===== src/rtl/mem_access_ctrl.sv =====
// Memory access controller: turns byte/half/word load-store requests from the
// core into one or two word-wide memory beats, with lane alignment, load
// extension, and a bounded wait on grant and read-data handshakes.
module mem_access_ctrl #(
  parameter int ADDR_W   = 32,
  parameter int MAX_WAIT = 15
) (
  input  logic              CPU_CLK,
  input  logic              CPU_RST_N,
  input  logic              req_valid,
  output logic              req_ready,
  input  logic              req_we,
  input  logic [2:0]        req_type,
  input  logic [ADDR_W-1:0] req_addr,
  input  logic [31:0]       req_wdata,
  output logic              resp_valid,
  output logic [31:0]       resp_data,
  output logic              resp_err,
  output logic              mem_req,
  input  logic              mem_gnt,
  output logic [ADDR_W-3:0] mem_addr,
  output logic              mem_we,
  output logic [3:0]        mem_wbe,
  output logic [31:0]       mem_wdata,
  input  logic              mem_rvalid,
  input  logic [31:0]       mem_rdata
);

  localparam int WA_W  = ADDR_W - 2;
  localparam int CNT_W = (MAX_WAIT > 1) ? $clog2(MAX_WAIT) : 1;

  typedef enum logic [2:0] {
    IDLE,
    REQ0,
    WAIT0,
    REQ1,
    WAIT1,
    DONE
  } state_e;

  state_e            state_q, state_d;
  logic [CNT_W-1:0]  cnt_q, cnt_d;
  logic [ADDR_W-1:0] addr_q, addr_d;
  logic [2:0]        type_q, type_d;
  logic              we_q, we_d;
  logic [31:0]       wdata_q, wdata_d;
  logic [31:0]       word0_q, word0_d;
  logic [31:0]       word1_q, word1_d;
  logic              err_q, err_d;

  // Loads accept all five encodings; stores only byte/half/word.
  function automatic logic legal_type(input logic we, input logic [2:0] t);
    if (we) return (t >= 3'd1) && (t <= 3'd3);
    else    return (t >= 3'd1) && (t <= 3'd5);
  endfunction

  logic [1:0]  off;
  logic [3:0]  size_mask;
  logic [7:0]  lane_mask;
  logic [63:0] wdata_lanes;
  logic        split;
  logic        beat1;
  logic        wait_expired;
  logic [31:0] rd_shift;
  logic [31:0] load_ext;

  // Lane placement and load extraction derived from the latched request.
  always_comb begin
    off = addr_q[1:0];
    unique case (type_q)
      3'd1, 3'd4: size_mask = 4'b0001;
      3'd2, 3'd5: size_mask = 4'b0011;
      3'd3:       size_mask = 4'b1111;
      default:    size_mask = 4'b0000;
    endcase
    // Bytes that spill past lane 3 belong to the next word: that is the split.
    lane_mask    = {4'b0000, size_mask} << off;
    split        = |lane_mask[7:4];
    wdata_lanes  = {32'h0, wdata_q} << {off, 3'b000};
    beat1        = (state_q == REQ1);
    wait_expired = (cnt_q == CNT_W'(MAX_WAIT - 1));
    rd_shift     = 32'({word1_q, word0_q} >> {off, 3'b000});
    unique case (type_q)
      3'd1:    load_ext = {{24{rd_shift[7]}}, rd_shift[7:0]};
      3'd2:    load_ext = {{16{rd_shift[15]}}, rd_shift[15:0]};
      3'd3:    load_ext = rd_shift;
      3'd4:    load_ext = {24'h0, rd_shift[7:0]};
      3'd5:    load_ext = {16'h0, rd_shift[15:0]};
      default: load_ext = '0;
    endcase
  end

  // Next-state, request latching, word capture and timeout counting.
  always_comb begin
    state_d = state_q;
    cnt_d   = cnt_q;
    addr_d  = addr_q;
    type_d  = type_q;
    we_d    = we_q;
    wdata_d = wdata_q;
    word0_d = word0_q;
    word1_d = word1_q;
    err_d   = err_q;
    unique case (state_q)
      IDLE: begin
        if (req_valid) begin
          addr_d  = req_addr;
          type_d  = req_type;
          we_d    = req_we;
          wdata_d = req_wdata;
          word0_d = '0;
          word1_d = '0;
          cnt_d   = '0;
          err_d   = !legal_type(req_we, req_type);
          state_d = legal_type(req_we, req_type) ? REQ0 : DONE;
        end
      end
      REQ0, REQ1: begin
        if (mem_gnt) begin
          cnt_d = '0;
          if (!we_q)                          state_d = (state_q == REQ0) ? WAIT0 : WAIT1;
          else if (state_q == REQ0 && split)  state_d = REQ1;
          else                                state_d = DONE;
        end else if (wait_expired) begin
          cnt_d   = '0;
          err_d   = 1'b1;
          state_d = DONE;
        end else begin
          cnt_d = cnt_q + CNT_W'(1);
        end
      end
      WAIT0, WAIT1: begin
        if (mem_rvalid) begin
          cnt_d = '0;
          if (state_q == WAIT0) begin
            word0_d = mem_rdata;
            state_d = split ? REQ1 : DONE;
          end else begin
            word1_d = mem_rdata;
            state_d = DONE;
          end
        end else if (wait_expired) begin
          cnt_d   = '0;
          err_d   = 1'b1;
          state_d = DONE;
        end else begin
          cnt_d = cnt_q + CNT_W'(1);
        end
      end
      DONE:    state_d = IDLE;
      default: state_d = IDLE;
    endcase
  end

  // State and datapath registers; reset abandons any access in flight.
  always_ff @(posedge CPU_CLK or negedge CPU_RST_N) begin
    if (!CPU_RST_N) begin
      state_q <= IDLE;
      cnt_q   <= '0;
      addr_q  <= '0;
      type_q  <= '0;
      we_q    <= 1'b0;
      wdata_q <= '0;
      word0_q <= '0;
      word1_q <= '0;
      err_q   <= 1'b0;
    end else begin
      state_q <= state_d;
      cnt_q   <= cnt_d;
      addr_q  <= addr_d;
      type_q  <= type_d;
      we_q    <= we_d;
      wdata_q <= wdata_d;
      word0_q <= word0_d;
      word1_q <= word1_d;
      err_q   <= err_d;
    end
  end

  // Outputs decoded from state; memory fields are zero when no request is up.
  always_comb begin
    req_ready  = (state_q == IDLE);
    mem_req    = (state_q == REQ0) || (state_q == REQ1);
    mem_addr   = mem_req ? (addr_q[ADDR_W-1:2] + WA_W'(beat1)) : '0;
    mem_we     = mem_req && we_q;
    mem_wbe    = '0;
    mem_wdata  = '0;
    if (mem_we) begin
      mem_wbe   = beat1 ? lane_mask[7:4] : lane_mask[3:0];
      mem_wdata = beat1 ? wdata_lanes[63:32] : wdata_lanes[31:0];
    end
    resp_valid = (state_q == DONE);
    resp_err   = resp_valid && err_q;
    resp_data  = (resp_valid && !err_q && !we_q) ? load_ext : '0;
  end

endmodule


===== config.mk =====
export PLATFORM = sky130hd
export DESIGN_NAME = mem_access_ctrl
export DESIGN_NICKNAME = d
export VERILOG_FILES = /design/src/rtl/mem_access_ctrl.sv
export SDC_FILE = /design/constraint.sdc
export NUM_CORES = 1
export LEC_CHECK = 0
export CORE_MARGIN = 3
export CORE_UTILIZATION = 45
export DETAILED_ROUTE_END_ITERATION = 6
export GPL_TIMING_DRIVEN = 0
export PLACE_DENSITY_LB_ADDON = 0.08
export SLEW_MARGIN = 0
export SYNTH_ARGS = -nofsm -noshare
export SYNTH_HDL_FRONTEND = slang
export SYNTH_SLANG_ARGS = --single-unit

===== constraint.sdc =====
create_clock -name CPU_CLK -period 3.63 [get_ports CPU_CLK]
set_clock_uncertainty 0.05 [all_clocks]
set_input_delay 0.363 -clock CPU_CLK [delete_from_list [all_inputs] [get_ports CPU_CLK]]
set_output_delay 0.363 -clock CPU_CLK [all_outputs]
set_load 0.05 [all_outputs]

Word-level counts from Yosys, hierarchy flattened
Index checks and enable logic that the tools add are counted.

storage, ports and cells
  register bits = 140
  input bits = 105
  output and inout port bits = 103
  logic and storage cells = 97

cells by class
  $add $sub $neg = 2
  order comparisons = 3
  equality and inequality tests = 17
  shift-type cells = 3
  multiplexer cells = 39
  reduce and logical (&&, ||, !) cells = 24

operators with widths
  cell                                           number
  two-way mux 32 bit                             8
  one-hot mux 32 bit (5 select lines)            1
  one-hot mux 32 bit (2 select lines)            2
  << shifter 32 x 5 -> 64 bit                    1
  right shift 64 x 5 -> 32 bit                   1
  adder 30 x 1 -> 30 bit                         1
  two-way mux 3 bit                              10
  two-way mux 30 bit                             1
  two-way mux 4 bit                              6
  one-hot mux 4 bit (3 select lines)             2
  == test 3 x 2 -> 1 bit, second input constant  4
  == test 3 bit, second input constant           4
  inequality test 2 bit, second input constant   6
  AND reduction 4 bit                            3
  one-hot mux 3 bit (3 select lines)             1
  OR reduction 2 bit                             4
  << shifter 4 x 2 -> 8 bit                      1
  logical AND 1 bit                              7
  two-way mux 1 bit                              7
  == test 3 x 1 -> 1 bit, second input constant  2
  adder 4 x 1 -> 4 bit, second input constant    1
  == test 4 bit, second input constant           1
  AND reduction 2 bit                            2
  OR reduction 4 bit                             1
  other kinds (9)                                11

Depth between registers and ports, before layout
  depth after elaboration = 10
  gate-level depth with buffers = 13

Worst setup path after synthesis
No wires, ideal clock.

  kind = register to output
  start = register state_q[2]
  end = output mem_addr[20]
  arrival time = 3949 ps
  slack = -732 ps
  cell stages (with the launch flop) = 14
  buffers on the path = 3
  cells stage by stage = dfrtp_1 -> nand2b_1 -> inv_1 -> nand2_1 -> inv_1 -> clkbuf_1 -> buf_1 -> ha_1 -> ha_1 -> nand2_1 -> or4_1 -> clkbuf_1 -> or4_1 -> a21oi_1

between the ends
  word-level cells in the longest chain between the ends = 3

ends and longest elaborated chain
  what                                                              line      RTL
  start: declaration                                                41        state_e state_q, state_d;
  start signal: assignment                                          168       state_q <= state_d;
  == test 3 x 2 -> 1 bit or == test 3 x 1 -> 1 bit (tied branches)  80, 183
  adder 30 x 1 -> 30 bit or logical OR 1 bit (tied branches)        184, 183
  two-way mux 30 bit (*)                                            184       mem_addr = mem_req ? (addr_q[ADDR_W-1:2] + WA_W'(beat1)) : '0;
  end: declaration                                                  21        output logic [ADDR_W-3:0] mem_addr,

Every way passes the cells marked *; elsewhere a longest branch is shown, timed or not.

Worst setup path after layout
  start = register type_q[0]
  end = output resp_data[22]

between the ends
  word-level cells in the longest chain between the ends = 3

ends and longest elaborated chain
  what                                     line  RTL
  start: declaration                       44    logic [2:0] type_q, type_d;
  start signal: assignment                 171   type_q <= type_d;
  == test 3 bit (tied with other cells)    83    unique case (type_q)
  one-hot mux 32 bit (5 select lines) (*)  83
  two-way mux 32 bit (*)                   194   resp_data = (resp_valid && !err_q && !we_q) ? load_ext : '0;
  end: declaration                         17    output logic [31:0] resp_data,

Marked as above.

==> impl_metrics.tcl <==
set metrics [dict create \
    cts_tree "yes" \
    synth_top_flop_cell "dfrtp_1" \
    dp_hpwl_um 20830 \
    grt_pass1_vias 8224 \
    async_reset_ff_frac 1.000 \
    grt_pass1_wl_um 45920 \
    synthCells 904 \
    start_util 0.4611 \
    drive_gt1_frac 0.1976 \
    critPathCaptureType "output port" \
    clock_latency_ns 0.43 \
    seq_area_frac_synth 0.3975 \
    cp-start-kind "flop" \
    period_minus_slack_ns 3.574 \
    grtUsageTotal 0.2923 \
    path_max_fanout 10 \
    overflow 0 \
    cp.required_ns 3.22 \
    placed_cells 1341 \
    synth_edf_count 0 \
    drt-total-wl_um 29770 \
    slew_viol_final 0 \
    drc 0 \
    hold_viol_final 0 \
    htreeDepth 4 \
    vias_per_cell 6.071 \
    root_buffer "clkbuf_16" \
    hold_slack_ns 0.3818 \
    syn_nets 1013 \
    antenna_left 0 \
    ys_warn_count 0 \
    yosysUniqueCellTypes 54 \
    routabilityCongestion 0.9348 \
    clockBufferDepth 2 \
    core_um2 18020 \
    routedWlPerCell_um 21.45 \
    place_area_um2 10760 \
    final_cells 1388 \
    vdd_drop_max_uv 517.2 \
    die-area_um2 20130 \
    p_leak_nw 5.412 \
    status "finished clean" \
    drtIter0Drc 874 \
    die_y_um 141.9 \
    gr-max-usage-layer "met2" \
    cts_buffers 17 \
    finalCritPeriodShare 0.9847 \
    use_met3 0.07853 \
    final_nets 1255 \
    met1_usage 0.4026 \
    slew_headroom 0.09614 \
    finish.utilization 0.6452 \
    syn_to_final_growth_pct 39.94 \
    antenna_found_initial 0 \
    worstMarginPinSlew_ns 1.345 \
    num_antenna_cells 0 \
    synth.avg_cell_area_um2 9.193 \
    drv_cap 0 \
    hp-class "primary input to async pin" \
    netlist_area_um2 8310 \
    io_buffers 207 \
    post-route-cell-area_um2 11630 \
    p_per_area_nw_per_um2 884.2 \
    chipWidth_um 141.9 \
    grt_start_max_net_pins 87 \
    num_io_pins 208 \
    reg2regPathDepth 9 \
    cts.sink_count 132 \
    fmax_ghz 0.2798 \
    ys_ff_latch 132 \
    fp-row-count 49 \
    drt_first_pass_iters 6 \
    arrival_ns 3.16 \
    worstSetupPathType "flop to output port" \
    vias 8426 \
    path_clk_slew_ns 0.06 \
    grt.met2_usage 0.4598 \
    setup_violations 0 \
]
[flip-flops by register name, summed over array words and instances (netlist names)]
signal / count
wdata_q: 32
addr_q: 32
err_q: 1
word1_q: 24
type_q: 3
cnt_q: 4
word0_q: 32
we_q: 1
state_q: 3
[cells in the final DEF (no fill, tap or decap), types with 17 or more instances in the layout]
cell type	Yosys	routed
a21oi_1	45	35
mux2i_1	43	41
o22ai_1	17	17
clkbuf_1	49	37
a211oi_1	23	23
buf_2	12	18
nand2_1	126	124
buf_4	0	18
clkbuf_16	0	17
nor2_1	40	39
a21o_1	18	18
dlymetal6s2s_1	0	23
a22o_1	17	17
o21ai_0	79	79
clkdlybuf4s50_1	0	121
mux2_2	86	86
nand3_1	30	28
dlygate4sd2_1	0	45
dfrtp_1	132	131
[final timing paths]
check	startpoint	endpoint	slack [ns]
worst max-delay path	type_q[0]$_DFFE_PN0P_	resp_data[22]	0.06
worst min-delay path	CPU_RST_N	wdata_q[9]$_DFFE_PN0P_	0.38
worst max register to register	state_q[2]$_DFFE_PN0P_	word1_q[11]$_DFFE_PN0P_	0.88
worst min register to register	word0_q[2]$_DFFE_PN0P_	word0_q[2]$_DFFE_PN0P_	0.43
max in group asynchronous	CPU_RST_N	state_q[0]$_DFFE_PN0P_	2.32
min in group CPU_CLK	word0_q[2]$_DFFE_PN0P_	word0_q[2]$_DFFE_PN0P_	0.43
[stage by stage]
step | TNS (ns) | setup slack (ns) | power, mW
after detailed placement | -22.87 | -1.231 | 8.227
after floorplan | 0 | 0.02712 | 6.461
after global placement | -461.25 | -3.342 | 8.143
final | 0 | 0.05551 | 10.28
after global routing | -0.3901 | -0.07689 | 10.84
after CTS | 0 | 0.001472 | 10.15
[layer usage]
metal  part of all wire  wire length (um)  vias to the layer above
met1               0.42             12620                     4091
met2               0.46             13600                      468
met4              0.022               641                        0
met3              0.098              2911                       69
li1                   -                 -                     3798
met5                  0                 0                        -
[where the power goes]
| part | leakage, nW | internal, mW | switching [mW] | total (mW) |
|---|---|---|---|---|
| clock network | 0.290 | 1.11 | 0.739 | 1.84 |
| registers | 1.67 | 2.07 | 0.626 | 2.70 |
| logic | 3.46 | 2.17 | 3.57 | 5.74 |
| total | 5.41 | 5.35 | 4.93 | 10.3 |
[critical path: stages (launching register included)]
cell	delay, ns
dfrtp_1	0.32
clkbuf_1	0.27
nor2b_1	0.34
nand3_1	0.40
clkbuf_1	0.42
o22ai_1	0.31
a21o_1	0.15
dlygate4sd2_1	0.52
[Yosys cell counts, drive strengths merged, types with 10 or more instances]
cell type	count	share of area
dfrtp	132	0.40
nand2	126	0.057
mux2	86	0.12
o21ai	79	0.048
clkbuf	50	0.023
a21oi	45	0.027
mux2i	43	0.052
nor2	40	0.018
nand3	30	0.018
a211oi	23	0.021
buf	22	0.014
a21o	18	0.016
a22o	17	0.018
o22ai	17	0.013
inv	16	0.0072
nor3	15	0.0090
a31oi	12	0.0090
and3	12	0.0090
nor2b	10	0.0075
[cells by family after synthesis]
group / synth area share
mux: 0.1927
simple gates: 0.1692
fa+ha+maj: 0.007227
compound gates: 0.1750
buf+inv: 0.04472
xor+xnor: 0.01370
flops: 0.3975
[area by class of cell]
class | instances | area (um2)
fillers | 1584 | 6395
inverters | 16 | 65.06
well taps | 229 | 286.5
flip-flops and latches | 132 | 3304
plain buffers | 69 | 327.8
multi-input cells | 684 | 4831
clock inverters | 14 | 177.7
repair buffers | 226 | 2198
clock buffers | 18 | 439.2
[timing repair]
| action | 4_1_cts | 5_1_grt |
|---|---|---|
| hold endpoints to repair | 46 | 0 |
| pin swaps | 4 | 5 |
| gates cloned | 1 | 0 |
| hold buffers | 1 | 0 |
| setup endpoints to repair | 95 | 67 |
| resized for setup | 151 | 46 |
| buffers inserted | 10 | 7 |
(Power assumes the default switching activity.)
